**config.mk**
```make
export PLATFORM = sky130hd
export DESIGN_NAME = mode_sequencer
export DESIGN_NICKNAME = d
export VERILOG_FILES = /design/src/rtl/clock_pkg.sv /design/src/rtl/rise_detect.sv /design/src/rtl/mode_sequencer.sv
export SDC_FILE = /design/constraint.sdc
export NUM_CORES = 1
export LEC_CHECK = 0
export BUFFER_PORTS_ARGS = -buffer_cell sky130_fd_sc_hd__buf_2
export CORE_UTILIZATION = 46
export CTS_CLUSTER_SIZE = 30
export DETAILED_ROUTE_END_ITERATION = 12
export GPL_TIMING_DRIVEN = 0
export PLACE_DENSITY = 0.67
export SYNTH_ARGS = -nofsm -noshare
export SYNTH_HDL_FRONTEND = slang
export SYNTH_SLANG_ARGS = --single-unit
```
**constraint.sdc**
```tcl
create_clock -name clk -period 3.9 [get_ports clk]
set_clock_uncertainty 0.1 [all_clocks]
set_input_delay 0.195 -clock clk [delete_from_list [all_inputs] [get_ports clk]]
set_output_delay 0.195 -clock clk [all_outputs]
set_load 0.01 [all_outputs]
```
**src/rtl/clock_pkg.sv**
```systemverilog
// Shared types and constants for the time-setting mode sequencer.
package clock_pkg;

    typedef enum logic [1:0] {
        ST_RUN        = 2'd0,
        ST_ADJ_LOAD   = 2'd1,
        ST_ADJUST     = 2'd2,
        ST_TIMER_LOAD = 2'd3
    } state_e;

    localparam int unsigned DEFAULT_TIMEOUT_TICKS = 30;

endpackage

```
**src/rtl/rise_detect.sv**
```systemverilog
// Registered-previous-value rising-edge detector.
module rise_detect #(
    parameter logic RESET_VAL = 1'b0
) (
    input  logic clk,
    input  logic reset_n,
    input  logic d,
    output logic rise
);

    logic prev_q;
    logic prev_d;

    always_comb begin
        prev_d = d;
    end

    always_ff @(posedge clk or negedge reset_n) begin
        if (!reset_n) begin
            prev_q <= RESET_VAL;
        end else begin
            prev_q <= prev_d;
        end
    end

    assign rise = d & ~prev_q;

endmodule

```
**src/rtl/mode_sequencer.sv**
```systemverilog
// Time-setting mode sequencer: one-hot field walk with load handshakes,
// cancel, and an idle-tick inactivity timeout.
module mode_sequencer
    import clock_pkg::*;
#(
    parameter int unsigned NUM_FIELDS    = 3,
    parameter int unsigned TIMEOUT_TICKS = DEFAULT_TIMEOUT_TICKS,
    localparam int unsigned TIMEOUT_W    = (TIMEOUT_TICKS == 0) ? 1 : $clog2(TIMEOUT_TICKS + 1)
) (
    input  logic                  clk,
    input  logic                  reset_n,
    input  logic                  next_mode,
    input  logic                  cancel,
    input  logic                  activity,
    input  logic                  idle_tick,
    input  logic                  timer_clk,
    input  logic                  adjuster_clk,
    output logic                  timer_load,
    output logic                  adjuster_load,
    output logic                  reg_select,
    output logic [NUM_FIELDS-1:0] adjust_mode,
    output logic                  adjust_aborted
);

    localparam logic [NUM_FIELDS-1:0] FIELD0     = NUM_FIELDS'(1) << (NUM_FIELDS - 1);
    localparam logic [TIMEOUT_W-1:0]  T_LAST     = TIMEOUT_W'(TIMEOUT_TICKS - 1);
    localparam logic [TIMEOUT_W-1:0]  T_MAX      = TIMEOUT_W'(TIMEOUT_TICKS);
    localparam logic                  TIMEOUT_EN = (TIMEOUT_TICKS != 0);

    logic next_rise, cancel_rise, timer_rise, adj_rise;

    // Buttons held through reset must not register as a press.
    rise_detect #(.RESET_VAL(1'b1)) u_next_rise (
        .clk(clk), .reset_n(reset_n), .d(next_mode), .rise(next_rise));
    rise_detect #(.RESET_VAL(1'b1)) u_cancel_rise (
        .clk(clk), .reset_n(reset_n), .d(cancel), .rise(cancel_rise));
    rise_detect #(.RESET_VAL(1'b0)) u_timer_rise (
        .clk(clk), .reset_n(reset_n), .d(timer_clk), .rise(timer_rise));
    rise_detect #(.RESET_VAL(1'b0)) u_adj_rise (
        .clk(clk), .reset_n(reset_n), .d(adjuster_clk), .rise(adj_rise));

    state_e                  state_q, state_d;
    logic [NUM_FIELDS-1:0]   mode_q, mode_d;
    logic                    timer_load_q, timer_load_d;
    logic                    adjuster_load_q, adjuster_load_d;
    logic                    reg_select_q, reg_select_d;
    logic                    aborted_q, aborted_d;
    logic [TIMEOUT_W-1:0]    cnt_q, cnt_d;
    logic                    expire;

    // Activity in the same cycle as a tick clears rather than expires.
    assign expire = TIMEOUT_EN && idle_tick && !activity && (cnt_q == T_LAST);

    always_comb begin
        state_d         = state_q;
        mode_d          = mode_q;
        timer_load_d    = timer_load_q;
        adjuster_load_d = adjuster_load_q;
        aborted_d       = 1'b0;
        cnt_d           = cnt_q;

        case (state_q)
            ST_RUN: begin
                mode_d          = '0;
                timer_load_d    = 1'b0;
                adjuster_load_d = 1'b0;
                cnt_d           = '0;
                if (next_rise) begin
                    adjuster_load_d = 1'b1;
                    state_d         = ST_ADJ_LOAD;
                end
            end
            ST_ADJ_LOAD: begin
                if (adj_rise) begin
                    adjuster_load_d = 1'b0;
                    mode_d          = FIELD0;
                    cnt_d           = '0;
                    state_d         = ST_ADJUST;
                end
            end
            ST_ADJUST: begin
                if (activity || next_rise) begin
                    cnt_d = '0;
                end else if (idle_tick && (cnt_q != T_MAX)) begin
                    cnt_d = cnt_q + 1'b1;
                end

                if (cancel_rise || expire) begin
                    mode_d    = '0;
                    aborted_d = 1'b1;
                    state_d   = ST_RUN;
                end else if (next_rise) begin
                    if (mode_q[0]) begin
                        timer_load_d = 1'b1;
                        state_d      = ST_TIMER_LOAD;
                    end else begin
                        mode_d = mode_q >> 1;
                    end
                end
            end
            ST_TIMER_LOAD: begin
                if (timer_rise) begin
                    timer_load_d = 1'b0;
                    mode_d       = '0;
                    state_d      = ST_RUN;
                end
            end
            default: begin
                state_d = ST_RUN;
            end
        endcase

        reg_select_d = |mode_d;
    end

    always_ff @(posedge clk or negedge reset_n) begin
        if (!reset_n) begin
            state_q         <= ST_RUN;
            mode_q          <= '0;
            timer_load_q    <= 1'b0;
            adjuster_load_q <= 1'b0;
            reg_select_q    <= 1'b0;
            aborted_q       <= 1'b0;
            cnt_q           <= '0;
        end else begin
            state_q         <= state_d;
            mode_q          <= mode_d;
            timer_load_q    <= timer_load_d;
            adjuster_load_q <= adjuster_load_d;
            reg_select_q    <= reg_select_d;
            aborted_q       <= aborted_d;
            cnt_q           <= cnt_d;
        end
    end

    assign timer_load     = timer_load_q;
    assign adjuster_load  = adjuster_load_q;
    assign reg_select     = reg_select_q;
    assign adjust_mode    = mode_q;
    assign adjust_aborted = aborted_q;

endmodule

```
Word level (Yosys, flattened, before mapping)
Index checks and enable logic that the tools add are counted.

word-level totals
  register bits = 18
  bits in writable memories = 0
  memory bits (read-only) = 0
  memories kept = 0
  output and inout bits = 7
  bits of input ports = 8
  word-level logic and storage cells = 76
  latch bits = 0

cells by class
  multiplexer cells = 27
  bitwise logic cells = 8
  divide/modulo/power cells = 0
  reduce and logical (&&, ||, !) cells = 15
  $lt $le $gt $ge = 0
  equal/unequal tests = 14
  add/sub/neg operators = 1
  $mul = 0
  shift operators = 0

operators by type and width
  operator                                                                count
  3-bit two-way mux                                                       5
  5-bit two-way mux                                                       3
  5-bit one-hot mux with 3 select lines                                   1
  2-bit two-way mux                                                       6
  2-bit != test (second input constant)                                   6
  3-bit one-hot mux with 4 select lines                                   1
  5-bit AND reduction                                                     2
  3-bit != test (second input constant)                                   3
  1-bit two-way mux                                                       8
  2-bit one-hot mux with 4 select lines                                   1
  3-bit nonzero test                                                      2
  5-bit by 1-bit adder with 5-bit output (second input constant)          1
  5-bit equality test (second input constant)                             1
  5-bit != test (second input constant)                                   1
  1-bit AND                                                               4
  2-bit equality test (second input constant)                             2
  1-bit inverter                                                          4
  1-bit logical AND                                                       3
  1-bit one-hot mux with 3 select lines                                   1
  3-bit AND reduction                                                     1
  3-bit OR reduction                                                      1
  2-bit by 1-bit equality test with 1-bit output (second input constant)  1
  2-bit zero test                                                         1
  1-bit logical OR                                                        2
  4 further kinds                                                         4

Longest topological paths before layout
Gate-level depths: netlist (run 1).

  word-level depth = 7
  depth in mapped cells = 7

Cells and area by module
From an unflattened synthesis (run 1), not the netlist that was laid out.

second synthesis, totals
  cell total of the unflattened synthesis = 95
  area total of the unflattened synthesis = 1,023.5 um^2

modules (own cells, without submodules)
  module                           area an instance (um^2)  cells each  instances  sequential area each (um^2)
  mode_sequencer                   865.8                    87          1          350.3
  rise_detect (u_cancel_rise ...)  40.0                     2           2          26.3
  rise_detect (u_adj_rise ...)     38.8                     2           2          25.0

Worst setup path after synthesis (run 1)
OpenSTA, ideal clock, no wires.

  path kind = reg2reg
  start = reg cnt_q[1]
  end = reg reg_select_q (netlist: reg_select)
  clock period less this slack = 1,753 ps
  stages on the path, launching flop included = 8
  slack = 2,147 ps
  arrival = 1,521 ps
  cell sequence = dfrtp_1 > inv_1 > ha_1 > nand2_4 > o311ai_4 > o21a_1 > nor3_1 > or3_1

on the way
  longest elaborated chain between the ends = 6

ends and longest elaborated chain
  item                                   RTL line               RTL
  from (decl)                            mode_sequencer.sv:48   logic [TIMEOUT_W-1:0] cnt_q, cnt_d;
  from (signal assigned)                 mode_sequencer.sv:132  cnt_q <= cnt_d;
  5-bit equality test                    mode_sequencer.sv:52   assign expire = TIMEOUT_EN && idle_tick && !activity && (cnt_q == T_LAST);
  1-bit logical AND                      mode_sequencer.sv:52
  1-bit logical OR                       mode_sequencer.sv:88   if (cancel_rise || expire) begin
  3-bit two-way mux                      mode_sequencer.sv:88
  3-bit one-hot mux with 4 select lines  mode_sequencer.sv:62   case (state_q)
  net mode_d[2]                          mode_sequencer.sv:43   logic [NUM_FIELDS-1:0] mode_q, mode_d;
  3-bit OR reduction                     mode_sequencer.sv:113  reg_select_d = |mode_d;
  net reg_select_d                       mode_sequencer.sv:46   logic reg_select_q, reg_select_d;
  to (signal assigned)                   mode_sequencer.sv:130  reg_select_q <= reg_select_d;
  to (decl)                              mode_sequencer.sv:46

The timed path passes the listed nets, and every way through them passes these cells.
A chain may end at the register's enable or synchronous reset.

Final worst setup path (run 1)
Same ends and word-level chain as after synthesis.

==> results of run 1 <==
==> power groups by stage <==
| stage | clock (W) | sequential, W | combinational (W) |
|---|---|---|---|
| after floorplan | 0 | 0.000233 | 0.000162 |
| final | 0.000117 | 0.000227 | 0.000221 |
| after CTS | 0.000121 | 0.000227 | 0.000222 |
| after global placement | 0 | 0.000229 | 0.000212 |
| after global routing | 0.000131 | 0.000230 | 0.000251 |
| after detailed placement | 0 | 0.000231 | 0.000216 |
==> tightest hold or removal path, cell delays in order <==
cell and delay (ns):
buf_2 0.12, o31ai_1 0.07, and2_1 0.14
==> final cells by class <==
type / count / area, um2 / area share (%)
sequential: 18 / 452.9 / 38.11
tap: 27 / 33.78 / 2.842
timing repair buffer: 19 / 120.1 / 10.11
buffer: 1 / 5.005 / 0.4211
multi-input combinational: 71 / 518.0 / 43.58
clock buffer: 4 / 36.28 / 3.053
inverter: 6 / 22.52 / 1.895
==> worst max-delay path by stage <==
| stage | from | end | slack (ns) |
|---|---|---|---|
| after floorplan | cnt_q[1] | reg_select | 2.15 |
| after global placement | cnt_q[1] | reg_select | 1.99 |
| after detailed placement | cnt_q[1] | reg_select | 1.97 |
| after CTS | cnt_q[1] | reg_select | 1.95 |
| after global routing | cnt_q[1] | reg_select | 1.85 |
| final | cnt_q[1] | reg_select | 1.95 |
==> logic make-up after synthesis <==
logic type	synth area share, %
muxes	2.005
and+or+nand+nor	16.92
buffers and inverters	2.756
adders and majority gates	10.03
xor gates and xnor gates	1.755
AOI/OAI and AO/OA	21.18
DFF	45.36
==> through the flow <==
step	power (W)	instance area (um2)	instances	setup slack, ns
global placement	0.0004419	1102	137	1.995
CTS	0.0005702	1189	146	1.947
global route	0.0006123	1189	146	1.852
detailed placement	0.0004469	1102	137	1.965
finish	0.0005645	1189	146	1.949
floorplan	0.0003949	998.5	96	2.147
==> layer usage <==
metal  up-vias  wire (um)  global-route usage (%)
met5         -          0                       0
li1        385          -                       -
met4         0         36                   7.353
met2        19        748                   25.12
met1       351        942                   24.90
met3         5         84                   3.145
==> placed cells by master (no fill, tap or decap) <==
cell           netlist  routed
a21oi_1              6       6
clkbuf_8             0       1
a2bb2oi_1            1       1
xor2_1               2       2
o21a_1               2       2
ha_1                 8       8
nor3_1               1       1
mux2i_1              2       2
dfrtp_1             16      16
o21ai_1              2       2
o211ai_1             3       3
and3_2               1       1
nand3_2              1       1
nand2b_1             4       4
clkbuf_4             0       3
a211oi_1             1       1
nor2_1               4       4
o311ai_4             1       1
and2_1               2       2
a31oi_1              1       1
nand3_1              2       2
nand2_1              7       7
clkbuf_2             1       1
a221o_1              1       1
nor3b_1              1       1
a22o_1               1       1
nand2_4              1       1
nand3b_1             1       1
nor2b_1              3       3
dlygate4sd3_1        0       5
inv_1                6       6
a211o_1              1       1
buf_2                0      14
a22oi_1              1       1
o31ai_1              1       1
a21oi_2              1       1
dfstp_2              2       2
or3_1                2       2
o21ai_0              5       5
a31o_1               1       1
==> results.toml, run 1 <==
[timing]
finalSetupTns_ns = 0
fmax_ghz = 0.5124
relSlewSlack_pct = 72.68
rsz0062_at_grt = "no"
setup_viol = 0
finalHoldViolCount = 0
period_minus_slack_ns = 1.951
drv_slew = 0
hold_slack_ns = 0.1593
worstMarginPinSlew_ns = 0.4088
period_share_pct = 50.04

[pwr]
p_int_w = 0.0003639
leakagePower_nw = 0.5501
switching_share_pct = 35.53
seqPwrFrac_pct = 40.2
power.switching_w = 0.0002006
power_frac_comb_pct = 39.2
p_per_area_nw_per_um2 = 474.9
clock_power_share_pct = 20.7
ir_drop_mv = 0.3028

[setup_path]
worst_r2r_endpoint = "reg_select"
path_delay_family = "compound AO/OA/AOI/OAI gates"
worstSetupStartpointType = "flip-flop"
critPathSlowestCell = "dfrtp_1"
critical_path_class = "reg -> reg"
cp.buffers_inverters = 1
r2r-start = "cnt_q[1]"
worstPathCellList = "inv_1, ha_1, nand2_4, o311ai_4, o21a_1, nor3_1, or3_1"
path_max_fanout = 7
rrSetupSlack_ns = 1.95
arrival_ns = 2.04
path_depth = 7
critPathCaptureType = "flip-flop"
required_ns = 3.98
rr_worst_depth = 7
slowest_delay_ns = 0.44

[clock_tree]
hold_buffers = 5
clk_pin_slew_ns = 0.10
clk_latency_ns = 0.30
root_buffer = "clkbuf_4"
clkSinkCount = 18
cts.htree.levels = 1
post_cts_resized = 0
cts_tree = "built"
postCtsSetupBuffers = 0
cts_buffers = 3
cts_buffer_depth = 2

[layout]
syn2layout_area_growth_pct = 19.05
fillers = 179
largest_register_ffs = 5
largest_register = "cnt_q"
final_nets = 136
diodes = 0
post-route-util_pct = 59.38
drive_above_1_share_pct = 21.85

[detailed_routing]
vias = 760
wl_mm = 1.812
dr.pass1.iters = 4
drtAntennaViolNets = 0
viasPerCell = 5.205
drtIter0Drc = 18
wl_per_cell_um = 12.41
drc_errors = 0

[outcome]
status = "completed"

[yosys]
post_synth_instance_area_um2 = 998.5
synth_top_cell_by_area = "dfrtp_1"
synth_common_cells = "16 x dfrtp_1, 8 x ha_1, 7 x nand2_1"
syn_nets = 112
ys_top_cells_by_area = "dfrtp_1 40%, ha_1 10%, dfstp_2 5.3%"
synth_cells = 96
synth_edf_count = 0
async_flop_share_pct = 100.0
synth_seq_area_share_pct = 45.36
synth.distinct_cells = 36
ys_ff_latch = 18
yosys_warnings = 0
yosys.area.top_type_share_pct = 40.10
yosysMostFrequentCell = "dfrtp_1"
postSynthAreaPerCell_um2 = 10.40
yosys_most_used_dff = "dfrtp_1"

[min_path]
hp-class = "in -> reg"
worstHoldPathCells = 3
worstHoldEndpoint = "adjust_aborted"
hold_start = "activity"

[grt]
grt_pass1_vias = 716
grt_first_pass_wirelength_mm = 3.139
grt_usage_pct = 17.20
overflow = 0
grt_max_degree = 19
antenna_found_initial = 0

[placed_design]
routabilityCongestion = 0.7329
port_buffers = 14
post-dp-hpwl_mm = 1.342

[floorplan]
start_util_pct = 49.88
die_w_um = 48.59
num_io_pins = 15
rows = 16
dieArea_um2 = 2361
die_y_um = 48.59
core_area_um2 = 2002

[run]
drv_cap = 0
No activity file was read; power rests on OpenSTA's default activity.
==> run 2, diff against run 1 <==
==> constraint.sdc (replaced) <==
create_clock -name clk -period 1.99 [get_ports clk]
set_clock_uncertainty 0.1 [all_clocks]
set_input_delay 0.0995 -clock clk [delete_from_list [all_inputs] [get_ports clk]]
set_output_delay 0.0995 -clock clk [all_outputs]
set_load 0.01 [all_outputs]
==> results.toml, run 2 (synthesized netlist as in run 1, its figures left out) <==
[outcome]
status = "completed"

[pwr]
p_per_area_nw_per_um2 = 926.5
ir_drop_mv = 0.5930
leakagePower_nw = 0.5547

[run]
drv_cap = 0

[placed_design]
routabilityCongestion = 0.7329
port_buffers = 14
placed_area_um2 = 1102
post-dp-hpwl_mm = 1.342

[timing]
fmax_ghz = 0.5128
setup_viol = 0
hold_slack_ns = 0.06517
period_share_pct = 97.99
worstMarginPinSlew_ns = 0.4041
rsz0062_at_grt = "yes"
relSlewSlack_pct = 73.00
period_minus_slack_ns = 1.950
finalHoldViolCount = 0
drv_slew = 0

[detailed_routing]
drtAntennaViolNets = 0
dr.pass1.iters = 4
wl_mm = 1.860
drc_errors = 0
viasPerCell = 5.190
vias = 763
wl_per_cell_um = 12.65
drtIter0Drc = 22

[grt]
grt_first_pass_wirelength_mm = 3.139
grt_usage_pct = 17.20
overflow = 0
grt_pass1_vias = 716
antenna_found_initial = 0
grt_max_degree = 19

[layout]
diodes = 0
final_cell_mix = "15 x dfrtp_1, 14 x buf_2, 7 x nand2_1, 7 x ha_1"
seqCellArea_um2 = 454.2
largest_register_ffs = 5
largest_register = "cnt_q"
fin_area_um2 = 1207
fillers = 174
multi_input_area_um2 = 528.0
final_nets = 137
drive_above_1_share_pct = 24.17
post-route-util_pct = 60.31
syn2layout_area_growth_pct = 20.93
final_common_cell = "dfrtp_1"

[setup_path]
rrSetupSlack_ns = 0.04
path_depth = 7
worstSetupStartpointType = "flip-flop"
worst_r2r_endpoint = "reg_select"
rr_worst_depth = 7
r2r-start = "cnt_q[1]"
slowest_delay_ns = 0.41
path_max_fanout = 7
cp.buffers_inverters = 1
critPathLaunch = "cnt_q[1]"
arrival_ns = 2.03
critical_path_class = "reg -> reg"
path_delay_family = "compound AO/OA/AOI/OAI gates"
critPathCaptureType = "flip-flop"
critPathSlowestCell = "dfrtp_1"
required_ns = 2.07
worstPathCellList = "inv_1, ha_2, nand2_4, o311ai_4, o21a_1, nor3_1, or3_1"
crit_end = "reg_select"

[clock_tree]
cts.htree.levels = 1
clk_pin_slew_ns = 0.11
clkSinkCount = 18
cts_buffer_depth = 2
cts_tree = "built"
cts_buffers = 3
clk_latency_ns = 0.30
root_buffer = "clkbuf_4"

[floorplan]
start_util_pct = 49.88
die_y_um = 48.59
core_area_um2 = 2002
num_io_pins = 15
die_w_um = 48.59
dieArea_um2 = 2361
rows = 16

[min_path]
hold_start = "activity"
hp-class = "in -> reg"
-- run 2: worst min-delay path by stage --
stage / end / depth (start not counted)
floorplan: adjust_aborted / 0
global placement: cnt_q[1] / 1
detailed placement: cnt_q[1] / 1
CTS: adjust_aborted / 3
global route: adjust_aborted / 3
finish: adjust_aborted / 3
-- run 2: layout make-up --
class	instances	area share [%]
inverter	6	1.865
tap	27	2.798
sequential	18	37.62
buffer	1	0.4145
clock buffer	4	3.005
timing repair buffer	20	10.57
multi-input combinational	71	43.73
-- run 2: what timing repair did --
item                                    in CTS  in global routing
buffers inserted                             0                  1
gates resized for setup                      0                  3
endpoints found under the setup margin       0                  2
hold buffers                                 5                  0
hold endpoints to repair                    22                  0
-- run 2: stage by stage --
stage,cells,total power [W],setup TNS (ns),setup WS [ns]
final,147,0.001119,0,0.03993
after global routing,147,0.001211,-0.05998,-0.05998
after CTS,146,0.001117,0,0.03729
after detailed placement,137,0.0008758,0,0.05505
after global placement,137,0.0008661,0,0.08470
after floorplan,96,0.0007740,0,0.2375
-- run 2: metal layers --
metal,global-route usage [%],wire length (um),part of all wire (%),vias up
met5,0,0,0,-
met4,7.353,25,1.3,0
met3,3.145,76,4.1,4
met2,25.12,801,43,18
met1,24.90,957,51,352
li1,-,-,-,389
-- run 2: worst register-to-register path: cells and delay by family (launching register included) --
kind | cells | cell delay [ns]
DFF | 1 | 0.41
and+or+nand+nor | 3 | 0.50
AOI/OAI and AO/OA | 2 | 0.57
adders and majority gates | 1 | 0.19
buffers and inverters | 1 | 0.07
-- run 2: power breakdown --
part	switching (W)	total [W]	internal, W
Sequential	0.0000346	0.000445	0.000411
Combinational	0.000247	0.000445	0.000197
Clock	0.000117	0.000229	0.000112
Total	0.000399	0.00112	0.000719
==> run 3, diff against run 2 <==
--- a/config.mk
+++ b/config.mk
@@ -5,12 +5,13 @@
 export SDC_FILE = /design/constraint.sdc
 export NUM_CORES = 1
 export LEC_CHECK = 0
+export ABC_AREA = 1
 export BUFFER_PORTS_ARGS = -buffer_cell sky130_fd_sc_hd__buf_2
 export CORE_UTILIZATION = 46
 export CTS_CLUSTER_SIZE = 30
 export DETAILED_ROUTE_END_ITERATION = 12
 export GPL_TIMING_DRIVEN = 0
-export PLACE_DENSITY = 0.67
+export PLACE_DENSITY = 0.66
 export SYNTH_ARGS = -nofsm -noshare
 export SYNTH_HDL_FRONTEND = slang
 export SYNTH_SLANG_ARGS = --single-unit
==> results.toml, run 3 <==
[yosys]
ys_top_cells_by_area = "dfrtp_1 35%, nand2_1 11%, ha_1 8.8%"
synth_seq_area_share_pct = 39.82
post_synth_instance_area_um2 = 1137
synth.distinct_cells = 26
synth_edf_count = 0
synth_top_cell_by_area = "dfrtp_1"
yosys.area.top_type_share_pct = 35.20
synth_cells = 140
ys_ff_latch = 18
postSynthAreaPerCell_um2 = 8.124
yosysMostFrequentCell = "nand2_1"
yosys_most_used_dff = "dfrtp_1"
async_flop_share_pct = 100.0
syn_nets = 156
yosys_warnings = 0
synth_common_cells = "32 x nand2_1, 22 x inv_1, 16 x dfrtp_1"

[setup_path]
worst_r2r_endpoint = "state_q[1]"
worstSetupStartpointType = "flip-flop"
rr_worst_depth = 10
critical_path_class = "reg -> reg"
arrival_ns = 1.75
critPathCaptureType = "flip-flop"
rrSetupSlack_ns = 0.33
r2r-start = "state_q[0]"
path_max_fanout = 9
required_ns = 2.09

[detailed_routing]
wl_mm = 2.199
dr.pass1.iters = 4
met2_length_um = 986
drtAntennaViolNets = 0
wl_met1_mm = 1.091
wl_per_cell_um = 11.57
drtIter0Drc = 30
met3WireLength_um = 86
viasPerCell = 4.947
drc_errors = 0
vias = 940
highest_layer = "met4"

[placed_design]
routabilityCongestion = 0.8383
post-dp-hpwl_mm = 1.706
dpl.cell_count = 182
port_buffers = 14

[pwr]
leakagePower_nw = 0.7197
p_per_area_nw_per_um2 = 892.3
ir_drop_mv = 0.7498

[clock_tree]
cts_buffer_depth = 2
cts.htree.levels = 1
cts_buffers = 3
hold_buffers = 5
root_buffer = "clkbuf_4"
clk_pin_slew_ns = 0.10
clk_latency_ns = 0.29
clkSinkCount = 18
postCtsSetupBuffers = 0
post_cts_resized = 0
cts_tree = "built"

[grt]
antenna_found_initial = 0
grt_pass1_vias = 873
overflow = 0
grt_max_degree = 19
grt_first_pass_wirelength_mm = 3.870
grt_usage_pct = 19.89

[timing]
period_share_pct = 83.28
drv_slew = 0
worstMarginPinSlew_ns = 0.4169
finalSetupTns_ns = 0
rsz0062_at_grt = "no"
setup_viol = 0
period_minus_slack_ns = 1.657
relSlewSlack_pct = 72.21
finalHoldViolCount = 0
hold_slack_ns = 0.08110
fmax_ghz = 0.6034

[floorplan]
die_y_um = 51.73
die_w_um = 51.73
dieArea_um2 = 2675
rows = 17
num_io_pins = 15
start_util_pct = 49.97
core_area_um2 = 2276

[min_path]
worstHoldEndpoint = "adjust_aborted"
worstHoldPathCells = 4
hp-class = "in -> reg"
hold_start = "activity"

[layout]
final_cell_mix = "32 x nand2_1, 22 x inv_1, 16 x dfrtp_1, 14 x buf_2, 11 x nand3_1"
syn2layout_area_growth_pct = 15.62
largest_register = "cnt_q"
drive_above_1_share_pct = 25.93
diodes = 0
final_common_cell = "nand2_1"
largest_register_ffs = 5
final_nets = 180
final_cells = 190

[run]
drv_cap = 0

[outcome]
status = "completed"
run 3: cell types whose count changed after synthesis, sizes merged, moves of 3 or more:
| cell | change |
|---|---|
| nand2 | +30 |
| inv | +20 |
| nand3 | +14 |
| nor2 | +5 |
| nand2b | -4 |
| nand4 | +3 |
| nor2b | -3 |
| o211ai | -3 |
run 3: worst max-delay path by stage:
stage,startpoint,to,cells past startpoint
6_report,state_q[0],state_q[1],10
3_3_place_gp,state_q[1],state_q[0],10
3_5_place_dp,state_q[0],state_q[1],10
2_1_floorplan,state_q[0],state_q[1],10
4_1_cts,state_q[0],state_q[1],10
5_1_grt,state_q[1],state_q[1],10
run 3: final cells by class:
cell class / count / area [um2]
Fill cell: 223 / 960.9
Multi-Input combinational cell: 94 / 574.3
Sequential cell: 18 / 452.9
Timing Repair Buffer: 19 / 120.1
Inverter: 27 / 102.6
Tap cell: 28 / 35.03
Clock buffer: 3 / 22.52
Buffer: 1 / 7.507
run 3: per-stage QoR:
step	utilization (%)	area (um2)	total power, W	worst slack [ns]
after CTS	57.78	1315	0.001185	0.3316
after floorplan	-	1137	0.0008679	0.5189
final	57.78	1315	0.001173	0.3327
after global routing	57.78	1315	0.001275	0.1974
after global placement	54.59	1242	0.0009800	0.3801
after detailed placement	54.59	1242	0.0009917	0.3485
run 3: power breakdown:
group	leakage [nW]	switching (W)	total (W)	internal, W
logic	0.470	0.000336	0.000535	0.000199
registers	0.236	0.0000417	0.000455	0.000413
clock network	0.0138	0.000113	0.000183	0.0000705
run 3: kinds of logic after synthesis:
family,after synthesis,synth area share [%]
buffers and inverters,28,9.680
AOI/OAI and AO/OA,15,7.261
DFF,18,39.82
adders and majority gates,8,8.801
and+or+nand+nor,70,33.66
xor gates and xnor gates,1,0.7702
run 3: worst max-delay path: stages, from the launching register on:
cell and delay [ns]:
dfrtp_1 0.45, inv_1 0.15, ha_1 0.16, buf_4 0.18
inv_2 0.08, nor2_2 0.09, nand3_2 0.09, nand2_2 0.09
inv_2 0.05, nand3_1 0.08, nand2_1 0.05
run 3: per-layer routing:
| metal | up-vias | global-route usage [%] |
|---|---|---|
| met5 | - | 0 |
| met4 | 0 | 9.910 |
| met3 | 4 | 3.509 |
| met2 | 25 | 30.52 |
| met1 | 426 | 26.74 |
| li1 | 485 | - |
